<file path="src/rtl/id_stall_ctrl_pkg.sv">
// Shared pipeline definitions for the ID-stage hazard/stall controller.
// Holds register-number width, the hard-wired zero register and the tracking-entry layout.
package id_stall_ctrl_pkg;

    localparam int unsigned REG_W   = 5;
    localparam int unsigned ENTRY_W = REG_W + 2;
    localparam int unsigned CNT_W   = 16;

    localparam logic [REG_W-1:0] REG_ZERO = '0;

    typedef struct packed {
        logic [REG_W-1:0] rd;
        logic             reg_write;
        logic             mem_read;
    } track_entry_t;

    localparam track_entry_t ENTRY_NONE = '0;

    function automatic track_entry_t make_entry(
        input logic [REG_W-1:0] rd,
        input logic             reg_write,
        input logic             mem_read
    );
        track_entry_t e;
        e.rd        = rd;
        e.reg_write = reg_write;
        e.mem_read  = mem_read;
        return e;
    endfunction

endpackage

</file>
<file path="src/rtl/id_hazard_cmp.sv">
// Compares one tracked destination entry against the ID instruction's sources.
// The zero register and non-writing entries never produce a hit.
module id_hazard_cmp
    import id_stall_ctrl_pkg::*;
(
    input  track_entry_t     entry,
    input  logic [REG_W-1:0] rs,
    input  logic [REG_W-1:0] rt,
    input  logic             use_rs,
    input  logic             use_rt,
    output logic             hit
);

    logic live;

    always_comb begin
        live = entry.reg_write && (entry.rd != REG_ZERO);
        hit  = live && ((use_rs && (entry.rd == rs)) || (use_rt && (entry.rd == rt)));
    end

endmodule

</file>
<file path="src/rtl/id_stall_ctrl.sv">
// ID-stage stall controller: tracks ID_EX/EX_MEM/MEM_WB destinations and raises
// load-use and branch-operand stalls; also counts stall cycles (saturating).
module id_stall_ctrl
    import id_stall_ctrl_pkg::*;
(
    input  logic             i_clk,
    input  logic             i_rst,
    input  logic [REG_W-1:0] i_ID_Rs,
    input  logic [REG_W-1:0] i_ID_Rt,
    input  logic             i_ID_use_Rs,
    input  logic             i_ID_use_Rt,
    input  logic             i_ID_branch,
    input  logic [REG_W-1:0] i_ID_Rd,
    input  logic             i_ID_reg_write,
    input  logic             i_ID_mem_read,
    input  logic             i_flush,
    output logic             o_stall,
    output logic             o_bubble,
    output logic [REG_W-1:0] o_EX_MEM_Rd,
    output logic [REG_W-1:0] o_MEM_WB_Rd,
    output logic             o_EX_MEM_reg_write,
    output logic             o_MEM_WB_reg_write,
    output logic [CNT_W-1:0] o_stall_count
);

    track_entry_t     id_ex;
    track_entry_t     ex_mem;
    track_entry_t     mem_wb;
    logic             id_ex_hit;
    logic             ex_mem_hit;
    logic             mem_wb_hit;
    logic             stall;
    logic             bubble;
    logic [CNT_W-1:0] stall_count;

    id_hazard_cmp u_cmp_id_ex (
        .entry  (id_ex),
        .rs     (i_ID_Rs),
        .rt     (i_ID_Rt),
        .use_rs (i_ID_use_Rs),
        .use_rt (i_ID_use_Rt),
        .hit    (id_ex_hit)
    );

    id_hazard_cmp u_cmp_ex_mem (
        .entry  (ex_mem),
        .rs     (i_ID_Rs),
        .rt     (i_ID_Rt),
        .use_rs (i_ID_use_Rs),
        .use_rt (i_ID_use_Rt),
        .hit    (ex_mem_hit)
    );

    // Write-before-read register file: a MEM_WB hit is always forwardable, never a stall.
    id_hazard_cmp u_cmp_mem_wb (
        .entry  (mem_wb),
        .rs     (i_ID_Rs),
        .rt     (i_ID_Rt),
        .use_rs (i_ID_use_Rs),
        .use_rt (i_ID_use_Rt),
        .hit    (mem_wb_hit)
    );

    // Branches resolve in ID, so they wait on any ID_EX producer and on an EX_MEM load.
    always_comb begin
        stall  = 1'b0;
        bubble = 1'b0;
        if (!i_flush) begin
            stall = (id_ex_hit && (i_ID_branch || id_ex.mem_read))
                 || (i_ID_branch && ex_mem_hit && ex_mem.mem_read);
        end
        bubble = stall || i_flush;
    end

    always_ff @(posedge i_clk or posedge i_rst) begin
        if (i_rst) begin
            id_ex       <= ENTRY_NONE;
            ex_mem      <= ENTRY_NONE;
            mem_wb      <= ENTRY_NONE;
            stall_count <= '0;
        end else begin
            mem_wb <= ex_mem;
            ex_mem <= id_ex;
            id_ex  <= bubble ? ENTRY_NONE
                             : make_entry(i_ID_Rd, i_ID_reg_write, i_ID_mem_read);
            if (stall && (stall_count != '1)) begin
                stall_count <= stall_count + 1'b1;
            end
        end
    end

    assign o_stall            = stall;
    assign o_bubble           = bubble;
    assign o_EX_MEM_Rd        = ex_mem.rd;
    assign o_EX_MEM_reg_write = ex_mem.reg_write;
    assign o_MEM_WB_Rd        = mem_wb.rd;
    assign o_MEM_WB_reg_write = mem_wb.reg_write;
    assign o_stall_count      = stall_count;

endmodule

</file>
<file path="config.mk">
export PLATFORM = sky130hd
export DESIGN_NAME = id_stall_ctrl
export DESIGN_NICKNAME = d
export VERILOG_FILES = /design/src/rtl/id_stall_ctrl_pkg.sv /design/src/rtl/id_hazard_cmp.sv /design/src/rtl/id_stall_ctrl.sv
export SDC_FILE = /design/constraint.sdc
export NUM_CORES = 1
export LEC_CHECK = 0
export BUFFER_PORTS_ARGS = -buffer_cell sky130_fd_sc_hd__buf_2
export CORE_ASPECT_RATIO = 0.9
export CORE_UTILIZATION = 50
export DETAILED_ROUTE_END_ITERATION = 6
export HOLD_SLACK_MARGIN = 0.03
export PLACE_DENSITY = 0.76
export SLEW_MARGIN = 20
export SYNTH_ARGS = -nofsm -noshare
export SYNTH_HDL_FRONTEND = slang
export SYNTH_SLANG_ARGS = --single-unit
export TNS_END_PERCENT = 100
</file>
<file path="constraint.sdc">
create_clock -name i_clk -period 2.9 [get_ports i_clk]
set_clock_uncertainty 0.15 [all_clocks]
set_input_delay 0.58 -clock i_clk [delete_from_list [all_inputs] [get_ports i_clk]]
set_output_delay 0.58 -clock i_clk [all_outputs]
set_load 0.05 [all_outputs]
</file>
[Yosys cells after proc, flatten, opt, wreduce, memory -nomap -nowiden]
Cells that the tools add are included.
Storage, ports and cells
  logic and storage cells: 36
  output and inout port bits: 30
  bits in writable memories: 0
  latch bits: 0
  flip-flop bits (word level): 36
  memories: 0
  bits in read-only memories: 0
Cells by class
  muxes and demuxes: 2
  magnitude comparators: 0
  equal/unequal tests: 5
  shift-type cells: 0
  multiply operators: 0
  $add $sub $neg: 1
  bitwise gates (word level): 0
  reduce and logical (&&, ||, !) cells: 19
  div/mod/pow operators: 0
Operators with widths (count)
  equality test 5 bit: 4
  adder 16 x 1 -> 16 bit, second input constant: 1
  inequality test 16 bit, second input constant: 1
  logical AND 1 bit: 12
  nonzero test 5 bit: 2
  2-to-1 mux 7 bit: 1
  logical OR 1 bit: 5
  2-to-1 mux 1 bit: 1

[Longest topological paths before layout]
  depth in word-level cells: 10
  depth in mapped cells: 7
  gate-level depth less buffers: 7

[Hierarchy]
Synthesis repeated with hierarchy kept, for this count alone.
Second synthesis, totals
  cells, all modules: 146
  area total of the unflattened synthesis: 1712.9 um^2
Modules (own cells, without submodules)
  id_stall_ctrl: sequential area each 900.9 um^2, cells each 112, instances 1, area an instance 1445.1 um^2
  id_hazard_cmp: sequential area each 0.0 um^2, cells each 17, instances 2, area an instance 133.9 um^2

[Worst setup path before layout]
No wires, ideal clock.
  path kind: input-to-output
  start: input i_ID_Rs[4]
  end: output o_stall
  path slack: 451 ps
  buffers on the path: 0
  required time: 2170 ps
  arrival time: 1719 ps
  cell stages on the path: 5
  path through: xor2_1 -> nor4_2 -> a32oi_1 -> o22a_2 -> inv_1
On the way
  cells in the longest elaborated chain, start to end: 8
  elaborated cells between the ends (all ways): 13
  those cells by class: eq/ne (2); mux (1); reduce/logical (10)
Ends and longest elaborated chain
  start, declared: line id_stall_ctrl.sv:8  | input logic [REG_W-1:0] i_ID_Rs,
  equality test 5 bit: line id_hazard_cmp.sv:18  | hit = live && ((use_rs && (entry.rd == rs)) || (use_rt && (entry.rd == rt)));
  logical AND 1 bit: line id_hazard_cmp.sv:18
  logical OR 1 bit: line id_hazard_cmp.sv:18
  logical AND 1 bit: line id_hazard_cmp.sv:18
  logical AND 1 bit (2 in a row): line id_stall_ctrl.sv:70  | || (i_ID_branch && ex_mem_hit && ex_mem.mem_read);
  logical OR 1 bit *: line id_stall_ctrl.sv:70
  2-to-1 mux 1 bit *: line id_stall_ctrl.sv:68  | if (!i_flush) begin
  end, declared: line id_stall_ctrl.sv:17  | output logic o_stall,
Every way passes the cells marked *; elsewhere a longest branch is shown, timed or not.

[Final worst setup path]
  start: register id_ex[6] in the netlist's numbering
  end: output o_stall
On the way
  cells in the longest elaborated chain, start to end: 7
  elaborated cells between the ends (all ways): 11
  those cells by class: eq/ne (2); mux (1); reduce/logical (8)
Ends and longest elaborated chain
  start, declared: line id_stall_ctrl.sv:26  | track_entry_t id_ex;
  start signal, assigned: line id_stall_ctrl.sv:84  | id_ex <= bubble ? ENTRY_NONE
  equality test 5 bit: line id_hazard_cmp.sv:18
  logical AND 1 bit: line id_hazard_cmp.sv:18
  logical OR 1 bit: line id_hazard_cmp.sv:18
  logical AND 1 bit *: line id_hazard_cmp.sv:18
  logical AND 1 bit *: line id_stall_ctrl.sv:69  | stall = (id_ex_hit && (i_ID_branch || id_ex.mem_read))
  logical OR 1 bit *: line id_stall_ctrl.sv:70
  2-to-1 mux 1 bit *: line id_stall_ctrl.sv:68
Marks and branches as above.

==> impl_metrics.yaml <==
synth:
  synthXorXnorAreaFrac_pct: 16.9
  yosys_warnings: 0
  syn_inst: 142
  synth.distinct_cells: 33
  synth.area.mux_share_pct: 1.98
  synth-adder-area-share_pct: 0.733
  synth_seq_cells: 36
  synth.avg_cell_area_sq_um: 12.0
  ys_seq_area_share_pct: 52.7
  ys.flop_type: "dfrtp_1"
  synth_edf_count: 0
  synth_area_sq_um: 1710
  synthSimpleGateAreaFrac_pct: 20.4
  synthesis.nets: 166
  synth_top_family_by_area: "simple AND/OR/NAND/NOR gates"
  synth-compound-area-share_pct: 3.52
  synthArstFlopShare_pct: 100
clock_network:
  clk_pin_slew_ps: 70
  h-tree-depth: 2
  clock_latency_ps: 280
  cts_tree: "done"
  cts_root_buf: "clkbuf_8"
  cts_hold_buf: 0
  cts_sinks: 36
  cts_max_path_buffers: 2
  numCtsBuffers: 5
placed_design:
  dp_hpwl_um: 2540
  post-place-cells: 233
  port-buffer-count: 52
  gp_congestion: 0.976
floorplan:
  die_w_um: 63.6
  die_h_um: 57.4
  start_util_pct: 54.0
  core_sq_um: 3160
  std_cell_rows: 19
  num_io_pins: 53
  dieArea_sq_um: 3650
final_layout:
  fin_nets: 224
  fin_cells: 243
  drive_gt1_share_pct: 40.8
  area_delta_synth_final_pct: 24.2
  diodes: 0
  fill_cells: 241
detailed_routing:
  drcViolationCount: 0
  drtAntennaViolNets: 0
  drt_wl_total_um: 3300
  vias: 1257
  routed_via_density: 5.17
  drtIter0Drc: 57
  first_pass_iters: 4
  wire_per_inst_um: 13.6
global_routing:
  grt_max_degree: 37
  antenna_found_initial: 0
  track_usage_pct: 20.8
  grt_pass1_vias: 1224
  grt-ovfl-total: 0
  grt_first_pass_wirelength_um: 5660
critical_path:
  cp-end-kind: "output port"
  cp_top_family: "compound AO/OA/AOI/OAI gates"
  cp_cell_sequence: "xor2_1 -> nor4_2 -> a32oi_1 -> o22a_2 -> inv_1 -> buf_2"
  setup.worst_path.class: "register to output port"
  critPathSlowestCell: "dfrtp_1"
  arrival_ps: 2030
  timing.critical_path.buf_inv: 2
  worstPathMaxFanout: 4
  cpPeakStageDelay_ps: 430
  start_kind: "register"
  cp.required_ps: 2170
min_path:
  hold_class: "primary input to async pin"
timing:
  worst_slew_pin_slew_ps: 575
  fin_crit_sh_pct: 95.1
  fmax_mhz: 363
  hold_viol_final: 0
  slew_violations: 0
  whs_ps: 229
  slew_headroom_pct: 61.0
  rsz0062_at_grt: "no"
  setup_viol: 0
  fin_crit_ps: 2760
  tns_ps: 0
power_and_ir_drop:
  p_per_area_nw_per_um2: 482
  ir_drop_v: 0.000391
  leakagePower_nw: 1.13
status:
  status: "completed"
run:
  maxCapViolCount: 0
## worst reg2reg max path: stages, from the launching register on
cell	delay, ps
dfrtp_1	430
xor2_1	190
nor4_2	350
a32oi_1	180
o22a_2	280
buf_4	200
nor2_1	210
mux2_1	340
## power breakdown
part / leakage, nW / switching [mW] / internal [mW]
Clock: 0.0510 / 0.165 / 0.189
Combinational: 0.603 / 0.0859 / 0.0451
Sequential: 0.478 / 0.0183 / 0.520
Total: 1.13 / 0.269 / 0.754
## placed cells by master, fill, tap and decap left out, drive strengths merged, types with 2 or more instances in the layout
cell	n
a32oi	2
or4	2
buf	57
inv	4
nor3	5
nand2	7
mux2	3
clkbuf	6
clkinv	2
xnor2	4
nand3	6
nor4	8
and2	9
nor2	6
dfrtp	36
xor2	29
or2	2
## repair_timing
item,CTS,global route
setup endpoints to repair,1,1
pin swaps,0,1
gates resized for setup,1,6
cloned,0,0
setup buffers,0,2
## per-stage QoR
step	cell area [sq um]	power, mW	util (%)	setup slack, ps
after CTS	2090	1.03	66.1	47.7
final	2120	1.02	67.1	142
after floorplan	1710	0.634	-	451
after global routing	2120	1.07	67.1	14.8
after detailed placement	1990	0.675	63.1	182
after global placement	1990	0.672	63.1	216
## cell usage after synthesis (2+ instances only)
library cell,number,area share [%]
nand2_1,7,1.5
xnor2_1,4,2.1
nand3_1,6,1.8
nor3_1,5,1.5
or4_1,2,0.88
and2_1,9,3.3
nor4_2,3,2.2
buf_4,5,2.2
or2_2,2,0.73
a32oi_1,2,1.0
nor2_1,5,1.1
mux2_2,2,1.3
dfrtp_1,36,53
nor4_4,2,2.5
xor2_1,29,15
inv_1,4,0.88
nor4_1,3,1.1
## registers in the layout, summed over array words and instances (netlist names)
| register | count |
|---|---|
| o_stall_count | 16 |
| ex_mem | 1 |
| o_EX_MEM_Rd | 5 |
| id_ex | 7 |
| o_MEM_WB_Rd | 5 |
| o_MEM_WB_reg_write | 1 |
| o_EX_MEM_reg_write | 1 |
## layer usage
metal	part of all wire [%]	wire (um)	vias to the layer above	global-route usage [%]
met5	0	0	-	0
met4	2.8	91	0	10.4
met3	4.3	142	12	5.80
met2	47	1550	38	31.5
met1	46	1520	608	27.6
li1	-	-	599	-
## final cells by class
class	instances	area [sq um]	share of cell area, %
flip-flops and latches	36	903	42.6
well taps	42	52.6	2.48
inverters	4	15.0	0.708
clock inverters	2	10.0	0.472
repair buffers	57	300	14.2
clock buffers	6	82.6	3.89
multi-input cells	96	758	35.7
## logic make-up (layout without fill, tap and decap cells)
logic type / Yosys count / in the layout
multiplexers: 3 / 3
AO/OA/AOI/OAI: 7 / 7
buffers and inverters: 10 / 69
flip-flops: 36 / 36
AND/OR/NAND/NOR: 52 / 52
adder cells (fa/ha/maj): 1 / 1
XOR/XNOR: 33 / 33
## path summary, 6_finish.rpt
kind,from,to,slack (ps),depth (start not counted)
worst max-delay path,id_ex[6]$_DFF_PP0_,o_stall,140,6
worst min-delay path,i_rst,o_stall_count[7]$_DFFE_PP0P_,230,3
worst max register to register,id_ex[6]$_DFF_PP0_,o_stall_count[1]$_DFFE_PP0P_,460,7
worst min register to register,id_ex[1]$_DFF_PP0_,o_EX_MEM_reg_write$_DFF_PP0_,240,0
max in group asynchronous,i_rst,id_ex[2]$_DFF_PP0_,2040,3
min in group i_clk,id_ex[1]$_DFF_PP0_,o_EX_MEM_reg_write$_DFF_PP0_,240,0
Power figures use the tool's default switching activity.
